<file path="config.mk">
export PLATFORM = sky130hd
export DESIGN_NAME = lsio_btn_bank
export DESIGN_NICKNAME = d
export VERILOG_FILES = /design/src/rtl/lsio_btn_bank.sv
export SDC_FILE = /design/constraint.sdc
export NUM_CORES = 1
export LEC_CHECK = 0
export CAP_MARGIN = 0
export CORE_UTILIZATION = 50
export CTS_CLUSTER_DIAMETER = 60
export DETAILED_ROUTE_END_ITERATION = 10
export GPL_TIMING_DRIVEN = 0
export MAX_ROUTING_LAYER = met4
export PLACE_DENSITY_LB_ADDON = 0.2
export SYNTH_ARGS = -nofsm -noshare
export SYNTH_HDL_FRONTEND = slang
export SYNTH_SLANG_ARGS = --single-unit
</file>
<file path="constraint.sdc">
create_clock -name clk_i -period 4.35 [get_ports clk_i]
set_clock_uncertainty 0.05 [all_clocks]
set_input_delay 1.305 -clock clk_i [delete_from_list [all_inputs] [get_ports clk_i]]
set_output_delay 1.305 -clock clk_i [all_outputs]
set_load 0.01 [all_outputs]
</file>
<file path="src/rtl/lsio_btn_bank.sv">
// lsio_btn_bank: N-channel push-button monitor.
// Each channel synchronises the raw button level and debounces it on the 1 ms
// tick. While the button is held it measures the press length. When the
// button is released, the channel records a sticky "was pressed" flag and the
// longest press so far, quantised to LP_W bits. A sufficiently long press on a
// reset-capable channel raises a sticky system reset request.
module lsio_btn_bank #(
    parameter int              N_CH     = 4,
    parameter int              CNT_W    = 12,
    parameter int              LP_W     = 5,
    parameter int              LP_SHIFT = 6,
    parameter int              DEB_MS   = 4,
    parameter logic [N_CH-1:0] RST_MASK = N_CH'(1),
    parameter int              RST_MS   = 2048
) (
    input  logic                 clk_i,
    input  logic                 rst_i,
    input  logic                 one_ms_event_i,
    input  logic [N_CH-1:0]      btn_i,
    input  logic [N_CH-1:0]      clear_i,
    output logic [N_CH-1:0]      pressed_o,
    output logic [N_CH-1:0]      was_pressed_o,
    output logic [N_CH*LP_W-1:0] longest_press_o,
    output logic                 irq_o,
    output logic                 reset_req_o
);

    // Debounce counter only needs to reach DEB_MS-1; keep at least one bit
    // so the design still elaborates when debounce is bypassed.
    localparam int              DEB_W    = (DEB_MS < 2) ? 1 : $clog2(DEB_MS);
    localparam logic [DEB_W-1:0] DEB_LAST = DEB_W'((DEB_MS > 0) ? (DEB_MS - 1) : 0);
    localparam logic [CNT_W-1:0] CUR_MAX  = {CNT_W{1'b1}};
    localparam logic [LP_W-1:0]  LP_MAX   = {LP_W{1'b1}};

    // Press length in ms, shifted down and saturated to the record field width.
    function automatic logic [LP_W-1:0] quantise(input logic [CNT_W-1:0] ms);
        logic [CNT_W-1:0] sh;
        sh = ms >> LP_SHIFT;
        if (sh > CNT_W'(LP_MAX)) begin
            quantise = LP_MAX;
        end else begin
            quantise = sh[LP_W-1:0];
        end
    endfunction

    // Larger of two record values.
    function automatic logic [LP_W-1:0] max_lp(input logic [LP_W-1:0] a,
                                               input logic [LP_W-1:0] b);
        if (a > b) begin
            max_lp = a;
        end else begin
            max_lp = b;
        end
    endfunction

    logic [N_CH-1:0] was_vec_s;
    logic [N_CH-1:0] rst_hit_s;
    logic            reset_req_q;
    logic            reset_req_d;

    for (genvar k = 0; k < N_CH; k++) begin : g_ch
        logic             sync1_q,   sync1_d;
        logic             sync2_q,   sync2_d;
        logic             stable_q,  stable_d;
        logic [DEB_W-1:0] deb_cnt_q, deb_cnt_d;
        logic [CNT_W-1:0] cur_q,     cur_d;
        logic             was_q,     was_d;
        logic [LP_W-1:0]  longest_q, longest_d;
        logic             commit_s;
        logic [LP_W-1:0]  q_s;

        // Two-flop synchroniser for the asynchronous button level.
        always_comb begin
            sync1_d = btn_i[k];
            sync2_d = sync1_q;
        end

        // Debounce: the raw level must differ from the stable level for DEB_MS
        // consecutive ticks; any return to the stable level restarts the count.
        always_comb begin
            stable_d  = stable_q;
            deb_cnt_d = deb_cnt_q;
            if (DEB_MS == 0) begin
                stable_d  = sync2_q;
                deb_cnt_d = '0;
            end else if (sync2_q == stable_q) begin
                deb_cnt_d = '0;
            end else if (one_ms_event_i) begin
                if (deb_cnt_q == DEB_LAST) begin
                    stable_d  = sync2_q;
                    deb_cnt_d = '0;
                end else begin
                    deb_cnt_d = deb_cnt_q + DEB_W'(1);
                end
            end else begin
                deb_cnt_d = deb_cnt_q;
            end
        end

        // Press-length counter: saturating ms count while held, zero when idle.
        always_comb begin
            cur_d = cur_q;
            if (!stable_q) begin
                cur_d = '0;
            end else if (one_ms_event_i && (cur_q != CUR_MAX)) begin
                cur_d = cur_q + CNT_W'(1);
            end else begin
                cur_d = cur_q;
            end
        end

        // Release commit: record the press on the 1->0 transition of the
        // debounced level. A simultaneous clear only zeroes the base the
        // commit is merged into, so the fresh press is never lost.
        always_comb begin
            commit_s  = stable_q & ~stable_d;
            q_s       = quantise(cur_q);
            was_d     = was_q;
            longest_d = longest_q;
            if (commit_s) begin
                was_d = 1'b1;
                if (clear_i[k]) begin
                    longest_d = q_s;
                end else begin
                    longest_d = max_lp(longest_q, q_s);
                end
            end else if (clear_i[k]) begin
                was_d     = 1'b0;
                longest_d = '0;
            end else begin
                was_d     = was_q;
                longest_d = longest_q;
            end
        end

        // Reset-request contribution of this channel on its commit cycle.
        always_comb begin
            if (RST_MASK[k] && commit_s && (32'(cur_q) >= 32'(RST_MS))) begin
                rst_hit_s[k] = 1'b1;
            end else begin
                rst_hit_s[k] = 1'b0;
            end
        end

        // Per-channel state registers.
        always_ff @(posedge clk_i or posedge rst_i) begin
            if (rst_i) begin
                sync1_q   <= 1'b0;
                sync2_q   <= 1'b0;
                stable_q  <= 1'b0;
                deb_cnt_q <= '0;
                cur_q     <= '0;
                was_q     <= 1'b0;
                longest_q <= '0;
            end else begin
                sync1_q   <= sync1_d;
                sync2_q   <= sync2_d;
                stable_q  <= stable_d;
                deb_cnt_q <= deb_cnt_d;
                cur_q     <= cur_d;
                was_q     <= was_d;
                longest_q <= longest_d;
            end
        end

        assign pressed_o[k]                    = stable_q;
        assign was_vec_s[k]                    = was_q;
        assign longest_press_o[k*LP_W +: LP_W] = longest_q;
    end

    // Reset request is sticky until the block itself is reset.
    always_comb begin
        if (|rst_hit_s) begin
            reset_req_d = 1'b1;
        end else begin
            reset_req_d = reset_req_q;
        end
    end

    // Reset-request register.
    always_ff @(posedge clk_i or posedge rst_i) begin
        if (rst_i) begin
            reset_req_q <= 1'b0;
        end else begin
            reset_req_q <= reset_req_d;
        end
    end

    assign was_pressed_o = was_vec_s;
    assign irq_o         = |was_vec_s;
    assign reset_req_o   = reset_req_q;

endmodule

</file>
==> impl_metrics.py <==
metrics = {
    "run_status": {
        "outcome": "completed",
    },
    "worst_setup_path": {
        "worst-r2r-setup-slack_ns": 2.03,
        "cp-end-kind": "flip-flop",
        "crit_fanout": 10,
        "crit_path_start_kind": "primary input",
        "path_class": "in2reg",
        "cp_data_required_time_ns": 4.56,
        "critPathArrivalTime_ns": 3.42,
    },
    "cts": {
        "clock_latency_ns": 0.37,
        "cts_resized": 0,
        "cts_root_buffer": "clkbuf_8",
        "clk_pin_slew_ns": 0.09,
        "clock-sinks": 93,
        "cts_max_level": 3,
        "numCtsBuffers": 9,
        "ctsHoldBuffers": 0,
        "cts_tree": "built",
        "clockBufferDepth": 2,
        "post-cts-setup-buffer-count": 0,
    },
    "global_routing": {
        "use_met2": 0.364,
        "globalRouteOverflowTotal": 0,
        "grt_pass1_wl_mm": 17.2,
        "use_met1": 0.260,
        "first_global_vias": 3814,
        "top_usage_layer": "met2",
        "groute.usage.overall": 0.217,
        "grt_max_degree": 69,
        "antenna_found_initial": 0,
        "gr-usage-met3": 0.0434,
    },
    "pwr": {
        "ir_drop_mv": 0.267,
        "p_leak_uw": 0.00248,
        "powerDensity_nw_per_um2": 351,
    },
    "drt": {
        "wl_per_cell_um": 14.6,
        "viasPerCell": 5.60,
        "totalWireLength_mm": 10.1,
        "drc": 0,
        "drtAntennaViolNets": 0,
        "num_vias": 3851,
        "first_pass_iters": 4,
        "dr.first_iter.drc_count": 97,
    },
    "synthesis": {
        "syn_nets": 538,
        "synth_edf_count": 0,
        "synthFlopType": "dfrtp_1",
        "syn_avg_cell_area_um2": 10.2,
        "synth.distinct_cells": 52,
        "synth_area_um2": 5100,
        "ys_seq_area_frac": 0.456,
        "ys_warn_count": 0,
        "synthArstFlopShare": 1.00,
        "post_synth_inst_count": 498,
        "ys_ff_latch": 93,
    },
    "flow_run": {
        "cap_violations": 0,
    },
    "timing": {
        "tightest_slew_ns": 0.682,
        "hold_viol": 0,
        "fmax_mhz": 312,
        "rsz0062_at_grt": "false",
        "fin_crit_ns": 3.21,
        "drv_slew": 0,
        "holdWs_ns": 0.308,
        "setup_viol": 0,
        "min_period_over_period": 0.737,
        "slew_headroom": 0.540,
    },
    "finish": {
        "layout.cells.non_filler": 688,
        "layout-drive-gt1-share": 0.105,
        "syn2layout_area_growth_pct": 16.6,
        "final_common_cell": "dfrtp_1",
        "final_cell_mix": "dfrtp_1 (93), nor2_1 (42), clkdlybuf4s50_1 (40), nand2_1 (34), ha_1 (29)",
        "diodes": 0,
        "final_net_count": 590,
    },
    "hold_path": {
        "hold_class": "reg2reg",
    },
    "floorplan": {
        "num_rows": 36,
        "die_w_um": 103,
        "start_util": 0.520,
        "core-area_um2": 9820,
        "pin_count": 41,
        "die_area_um2": 10600,
        "die_height_um": 103,
    },
    "place": {
        "dp.cells": 672,
        "dp_hpwl_mm": 7.15,
        "gp_congestion": 0.809,
        "place.port_buffers": 40,
    },
}
[logic make-up after synthesis]
logic type / synth area share
xor+xnor: 0.0309
mux: 0.0667
simple gates: 0.200
compound gates: 0.132
flops: 0.456
buf+inv: 0.0439
fa+ha+maj: 0.0711
[metrics by stage]
stage / total power (uW) / utilization / TNS (ns) / setup WS, ns / instance area [um2]
6_report: 2090 / 0.606 / 0 / 1.14 / 5950
5_1_grt: 2200 / 0.606 / 0 / 1.08 / 5950
4_1_cts: 2120 / 0.606 / 0 / 1.15 / 5950
3_5_place_dp: 1410 / 0.580 / 0 / 0.744 / 5700
3_3_place_gp: 1380 / 0.577 / -83.80 / -0.906 / 5670
2_1_floorplan: 1270 / - / 0 / 0.575 / 5100
[state kept, by name, indices dropped and copies added, names as in the netlist]
| register | count |
|---|---|
| g_ch.cur_q | 48 |
| g_ch.deb_cnt_q | 8 |
| g_ch.longest_q | 20 |
| g_ch.stable_q | 4 |
| g_ch.sync1_q | 4 |
| g_ch.sync2_q | 4 |
| g_ch.was_q | 4 |
| reset_req_o | 1 |
[metal layers]
layer  wire (um)  vias to the layer above
met5           0                        -
li1            -                     1905
met2        4910                       43
met3         245                       11
met4         164                        0
met1        4730                     1892
[worst paths after layout]
kind	start	endpoint	cells after the start
min in group asynchronous	rst_i	g_ch[3].cur_q[8]	2
max in group asynchronous	rst_i	g_ch[1].longest_q[4]	3
worst min-delay path	g_ch[0].sync1_q	g_ch[0].sync2_q	0
worst max-delay path	one_ms_event_i	g_ch[2].longest_q[0]	6
worst min register to register	g_ch[0].sync1_q	g_ch[0].sync2_q	0
worst max register to register	g_ch[0].cur_q[11]	g_ch[0].longest_q[0]	7
[worst max-delay path: stages]
cell and delay (ns):
clkdlybuf4s50_1 0.68, buf_4 0.28, nand2_1 0.10, or3_1 0.36, a21oi_2 0.32, mux2_2 0.38
[power breakdown]
| group | switching (uW) | leakage (uW) | internal, uW |
|---|---|---|---|
| clock | 306 | 0.000120 | 400 |
| sequential | 54.8 | 0.00127 | 932 |
| combinational | 211 | 0.00109 | 184 |
[area by class of cell]
cell class,count,area [um2]
plain buffers,22,138
clock buffers,11,141
clock inverters,5,106
fillers,887,3870
inverters,23,88.8
multi-input cells,360,2550
flip-flops and latches,93,2330
well taps,133,166
repair buffers,41,428
[synthesized netlist by cell type, drive strengths merged (2+ instances only)]
| library cell | n | share of area |
|---|---|---|
| inv | 23 | 0.017 |
| o31ai | 5 | 0.0074 |
| o41ai | 6 | 0.019 |
| o2111ai | 2 | 0.0034 |
| a21boi | 8 | 0.012 |
| nor4 | 3 | 0.0066 |
| nand3 | 14 | 0.014 |
| o21a | 4 | 0.0059 |
| ha | 29 | 0.071 |
| or2 | 4 | 0.0049 |
| nor3 | 8 | 0.0078 |
| or4b | 2 | 0.0039 |
| nor2 | 42 | 0.031 |
| dfrtp | 93 | 0.46 |
| mux2 | 8 | 0.018 |
| a211oi | 2 | 0.0029 |
| and4 | 13 | 0.022 |
| a21oi | 30 | 0.032 |
| xor2 | 7 | 0.012 |
| or4 | 7 | 0.012 |
| o211ai | 4 | 0.0059 |
| nor3b | 2 | 0.0029 |
| nand2 | 34 | 0.025 |
| buf | 13 | 0.018 |
| xnor2 | 11 | 0.019 |
| nand2b | 20 | 0.025 |
| o21ai | 19 | 0.019 |
| nand4b | 2 | 0.0034 |
| clkbuf | 9 | 0.0086 |
| nand4 | 13 | 0.016 |
| and2 | 10 | 0.012 |
| or3 | 10 | 0.012 |
| a311oi | 2 | 0.0034 |
| o221ai | 4 | 0.0069 |
| mux2i | 25 | 0.049 |
| a31oi | 4 | 0.0049 |
(Power assumes the default switching activity.)
==> RTL change 1: new RTL, same flow settings <==
Register the outputs `was_pressed_o` and `irq_o`, cleared by the reset; this adds one clock of latency there. The other outputs are not delayed to match.
--- a/src/rtl/lsio_btn_bank.sv
+++ b/src/rtl/lsio_btn_bank.sv
@@ -188,4 +188,11 @@
 
-    assign was_pressed_o = was_vec_s;
-    assign irq_o         = |was_vec_s;
+    always_ff @(posedge clk_i or posedge rst_i) begin
+        if (rst_i) begin
+            was_pressed_o <= '0;
+            irq_o         <= '0;
+        end else begin
+            was_pressed_o <= was_vec_s;
+            irq_o         <= |was_vec_s;
+        end
+    end
     assign reset_req_o   = reset_req_q;
Behaviour: no difference found for any inputs over 10 cycles, from zero or initial values and one cycle with rst_i high; that may be too few to reach the edited logic, so the function may still have changed.
==> RTL change 1 against the unedited design <==
Via count grew 3.5%. Cell area is essentially flat. Sequential power grew 5%. Routed wire length grew 1.2%. Synthesized area grew 1.1%. Setup slack gained 0.34 ns. Sequential cell count grew 5. Total power shrank 2.5%. Critical path type is now flop to primary output. Critical endpoint is now pressed_o[2]. Highest routed layer unchanged.
==> RTL change 1: results <==
[logic_synthesis]
yosys-top-cells-area = dfrtp_1 48%, ha_1 7.0%, mux2i_1 5.2%
netlist-cell-type-count = 55
yosysSeqAreaShare = 0.4754
avgSynthCellArea_sq_um = 10.15
syn_nets = 548
synthTopCellsByCount = 98 x dfrtp_1, 48 x nor2_1, 42 x nand2_1

[place]
dp.final_hpwl_um = 7298
place_congestion = 0.8485
dp_cells = 681
pre_cts_slack_ns = 1.470
io_buffers = 39

[critical_path]
cpPeakStageDelay_ns = 0.52
critical_path_arrival_ns = 1.52
slowest_stage = clkdlybuf4s50_1
endpoint = pressed_o[2]
reg2reg_slack_ns = 2.05
setup.worst_path.start = g_ch[2].stable_q$_DFF_PP0_

[pwr]
p_leak_uw = 0.002478
peakVddDrop_v = 0.0002119

[grt]
grt_usage = 0.2111
met3_usage = 0.02329
grt_max_degree = 62
use_met1 = 0.2791
grt_pass1_vias = 3875
grt_pass1_wl_um = 18040

[route]
avgRoutedWirePerCell_um = 14.59
via_per_inst = 5.720
drt-total-wl_um = 10170
drtIter0Drc = 141

[min_path]
whs_endpoint = g_ch[3].sync2_q$_DFF_PP0_
hp-start = g_ch[3].sync1_q$_DFF_PP0_

[run_status]
status = finished clean

[timing]
slew-limit-headroom = 0.5322
hold_ws_ns = 0.3002

[final_layout]
drive_above_1_share = 0.09220
nNetsFinal = 599
==> RTL change 1: cell count changes in the layout (fill, tap and decap cells not counted), sizes merged, moves of 5 or more <==
cell	unedited run	this run
and2	10	1
a21boi	8	0
nand2	34	42
a21oi	30	36
nor2	42	48
nor3	8	14
dfrtp	93	98
==> RTL change 1: final cells by class <==
type / instances / area (sq um)
Fill cell: 828 / 3923
Multi-Input combinational cell: 369 / 2507
Sequential cell: 98 / 2452
Timing Repair Buffer: 40 / 417.9
Tap cell: 133 / 166.4
Clock buffer: 12 / 145.1
Buffer: 18 / 112.6
Inverter: 23 / 88.84
Clock inverter: 4 / 51.30
==> RTL change 1: report_power, final <==
| group | switching, uW | internal, uW |
|---|---|---|
| Combinational | 223 | 176 |
| Sequential | 62.3 | 979 |
| Clock | 311 | 283 |
==> RTL change 1: through the flow <==
step                      setup TNS, ns  instance area, sq um
after global placement          -102.01                  5715
after global routing                  0                  5942
final                                 0                  5942
after CTS                             0                  5942
after detailed placement              0                  5746
after floorplan                       0                  5159
==> RTL change 1: critical path: cells and delay by family, from the launching register on <==
family,cells,cell delay [ns]
DFF,1,0.48
buffers and inverters,2,0.67
==> RTL change 1: routing by layer <==
layer | vias to the layer above | wire length, um | part of all wire
met5 | - | 0 | 0
met4 | 0 | 172 | 0.017
met3 | 14 | 213 | 0.021
met2 | 58 | 4950 | 0.49
met1 | 1961 | 4836 | 0.48
li1 | 1954 | - | -
==> RTL change 1: cells by family after synthesis <==
family	Yosys count	synth area share
AOI/OAI and AO/OA	96	0.1249
xor gates and xnor gates	11	0.01868
adders and majority gates	29	0.07034
buffers and inverters	41	0.03856
DFF	98	0.4754
muxes	35	0.06985
and+or+nand+nor	198	0.2023
==> RTL change 2: new RTL, config.mk and constraints unchanged <==
Without the edit above. Set the parameter `DEB_MS` to 16 (it was 4).
--- a/src/rtl/lsio_btn_bank.sv
+++ b/src/rtl/lsio_btn_bank.sv
@@ -11,3 +11,3 @@
     parameter int              LP_SHIFT = 6,
-    parameter int              DEB_MS   = 4,
+    parameter int              DEB_MS   = 16,
     parameter logic [N_CH-1:0] RST_MASK = N_CH'(1),
Function: changed (a bounded check fails within 10 cycles, from zero or initial values and one cycle with rst_i high).
==> RTL change 2 against the unedited design <==
Cell area rose by 7.8%. Sequential cell count rose by 8. Final cell count rose by 9.9%. Setup slack improved by 0.026 ns. Synthesized area rose by 9.6%. Routed wire length rose by 13%. Largest cell class unchanged.
Power is not compared: it rests on default switching activity, and its combinational part moved more than twofold at a synthesized area within 25%.
==> RTL change 2: results <==
[run_status]
status = finished clean

[place]
pre_cts_slack_ns = 0.7726
place_congestion = 0.8574
dp_cells = 740
dp.final_hpwl_um = 7919
io_buffers = 39
placed_area_sq_um = 6190

[logic_synthesis]
yosysSeqAreaShare = 0.4518
async_flop_share = 1.000
synthTopCellsByCount = 101 x dfrtp_1, 43 x nor2_1, 33 x a21oi_1, 33 x nand3_1
netlist-cell-type-count = 61
yosys-top-cells-area = dfrtp_1 45%, ha_1 6.5%, mux2i_1 4.3%
avgSynthCellArea_sq_um = 9.989
yosys_warnings = 0
syn_nets = 600

[route]
via_per_inst = 5.847
drt-total-wl_um = 11350
via_count = 4420
drt-pass1-iter-count = 4
drtIter0Drc = 225

[critical_path]
path_delay_family = buffers and inverters
cpPeakStageDelay_ns = 0.61
slowest_stage = clkdlybuf4s50_1
critical_path_arrival_ns = 3.39
cp_max_fo = 10

[clock_network]
cts_buffer_depth = 2
cts_buffers = 9
post_cts_resized = 0
root_buffer = clkbuf_8
insertion_delay_ns = 0.38
cts_setup_buffers = 0

[final_layout]
drive_above_1_share = 0.09578
nNetsFinal = 651
antennaDiodeCount = 0
n_fill_cell = 966
design_area_sq_um = 6411
top_regs = g_ch.cur_q (48), g_ch.longest_q (20), g_ch.deb_cnt_q (16)

[grt]
grt_max_degree = 64
grt_usage = 0.2160
grt_util_met2 = 0.3439
use_met1 = 0.2785
met3_usage = 0.03814
grt_pass1_wl_um = 19330
grt_pass1_vias = 4273
antenna_found_initial = 0

[min_path]
hp-class = flop to flop

[pwr]
p_leak_uw = 0.002597
combPwrFrac = 0.042
clkPwrFrac = 0.392
switching_share = 0.2312
p_int_uw = 1300

[run]
cap_violations = 0

[timing]
slew-limit-headroom = 0.2812
-- RTL change 2: worst paths after layout --
kind	start	depth (start not counted)	endpoint	slack [ns]
hold reg to reg	g_ch[3].sync1_q$_DFF_PP0_	0	g_ch[3].sync2_q$_DFF_PP0_	0.31
setup reg to reg	g_ch[3].cur_q[11]$_DFFE_PP0P_	7	g_ch[3].longest_q[2]$_DFFE_PP0P_	1.95
hold / removal	g_ch[3].sync1_q$_DFF_PP0_	0	g_ch[3].sync2_q$_DFF_PP0_	0.31
min in group asynchronous	rst_i	2	g_ch[2].cur_q[4]$_DFFE_PP0P_	1.26
max in group asynchronous	rst_i	3	g_ch[3].cur_q[10]$_DFFE_PP0P_	2.30
setup / recovery	one_ms_event_i	6	g_ch[1].longest_q[0]$_DFFE_PP0P_	1.17
-- RTL change 2: logic make-up (layout without fill, tap and decap cells) --
kind of cell,Yosys count,count (layout),share of synthesized area
adder cells (fa/ha/maj),29,29,0.06486
multiplexers,31,31,0.05703
AO/OA/AOI/OAI,124,124,0.1588
AND/OR/NAND/NOR,203,203,0.1948
buffers and inverters,54,110,0.04451
flip-flops,101,101,0.4518
XOR/XNOR,18,18,0.02818
-- RTL change 2: layout make-up --
type	count	area share
Buffer	25	0.02186
Clock buffer	9	0.01932
Clock inverter	7	0.01522
Inverter	29	0.01737
Multi-Input combinational cell	405	0.4395
Sequential cell	101	0.3942
Tap cell	140	0.02732
Timing Repair Buffer	40	0.06518
-- RTL change 2: layer usage --
metal / vias up / wire (um) / part of all wire
li1: 2167 / - / -
met1: 2179 / 5370 / 0.47
met2: 63 / 5494 / 0.48
met3: 11 / 340 / 0.030
met4: 0 / 140 / 0.012
met5: - / 0 / 0
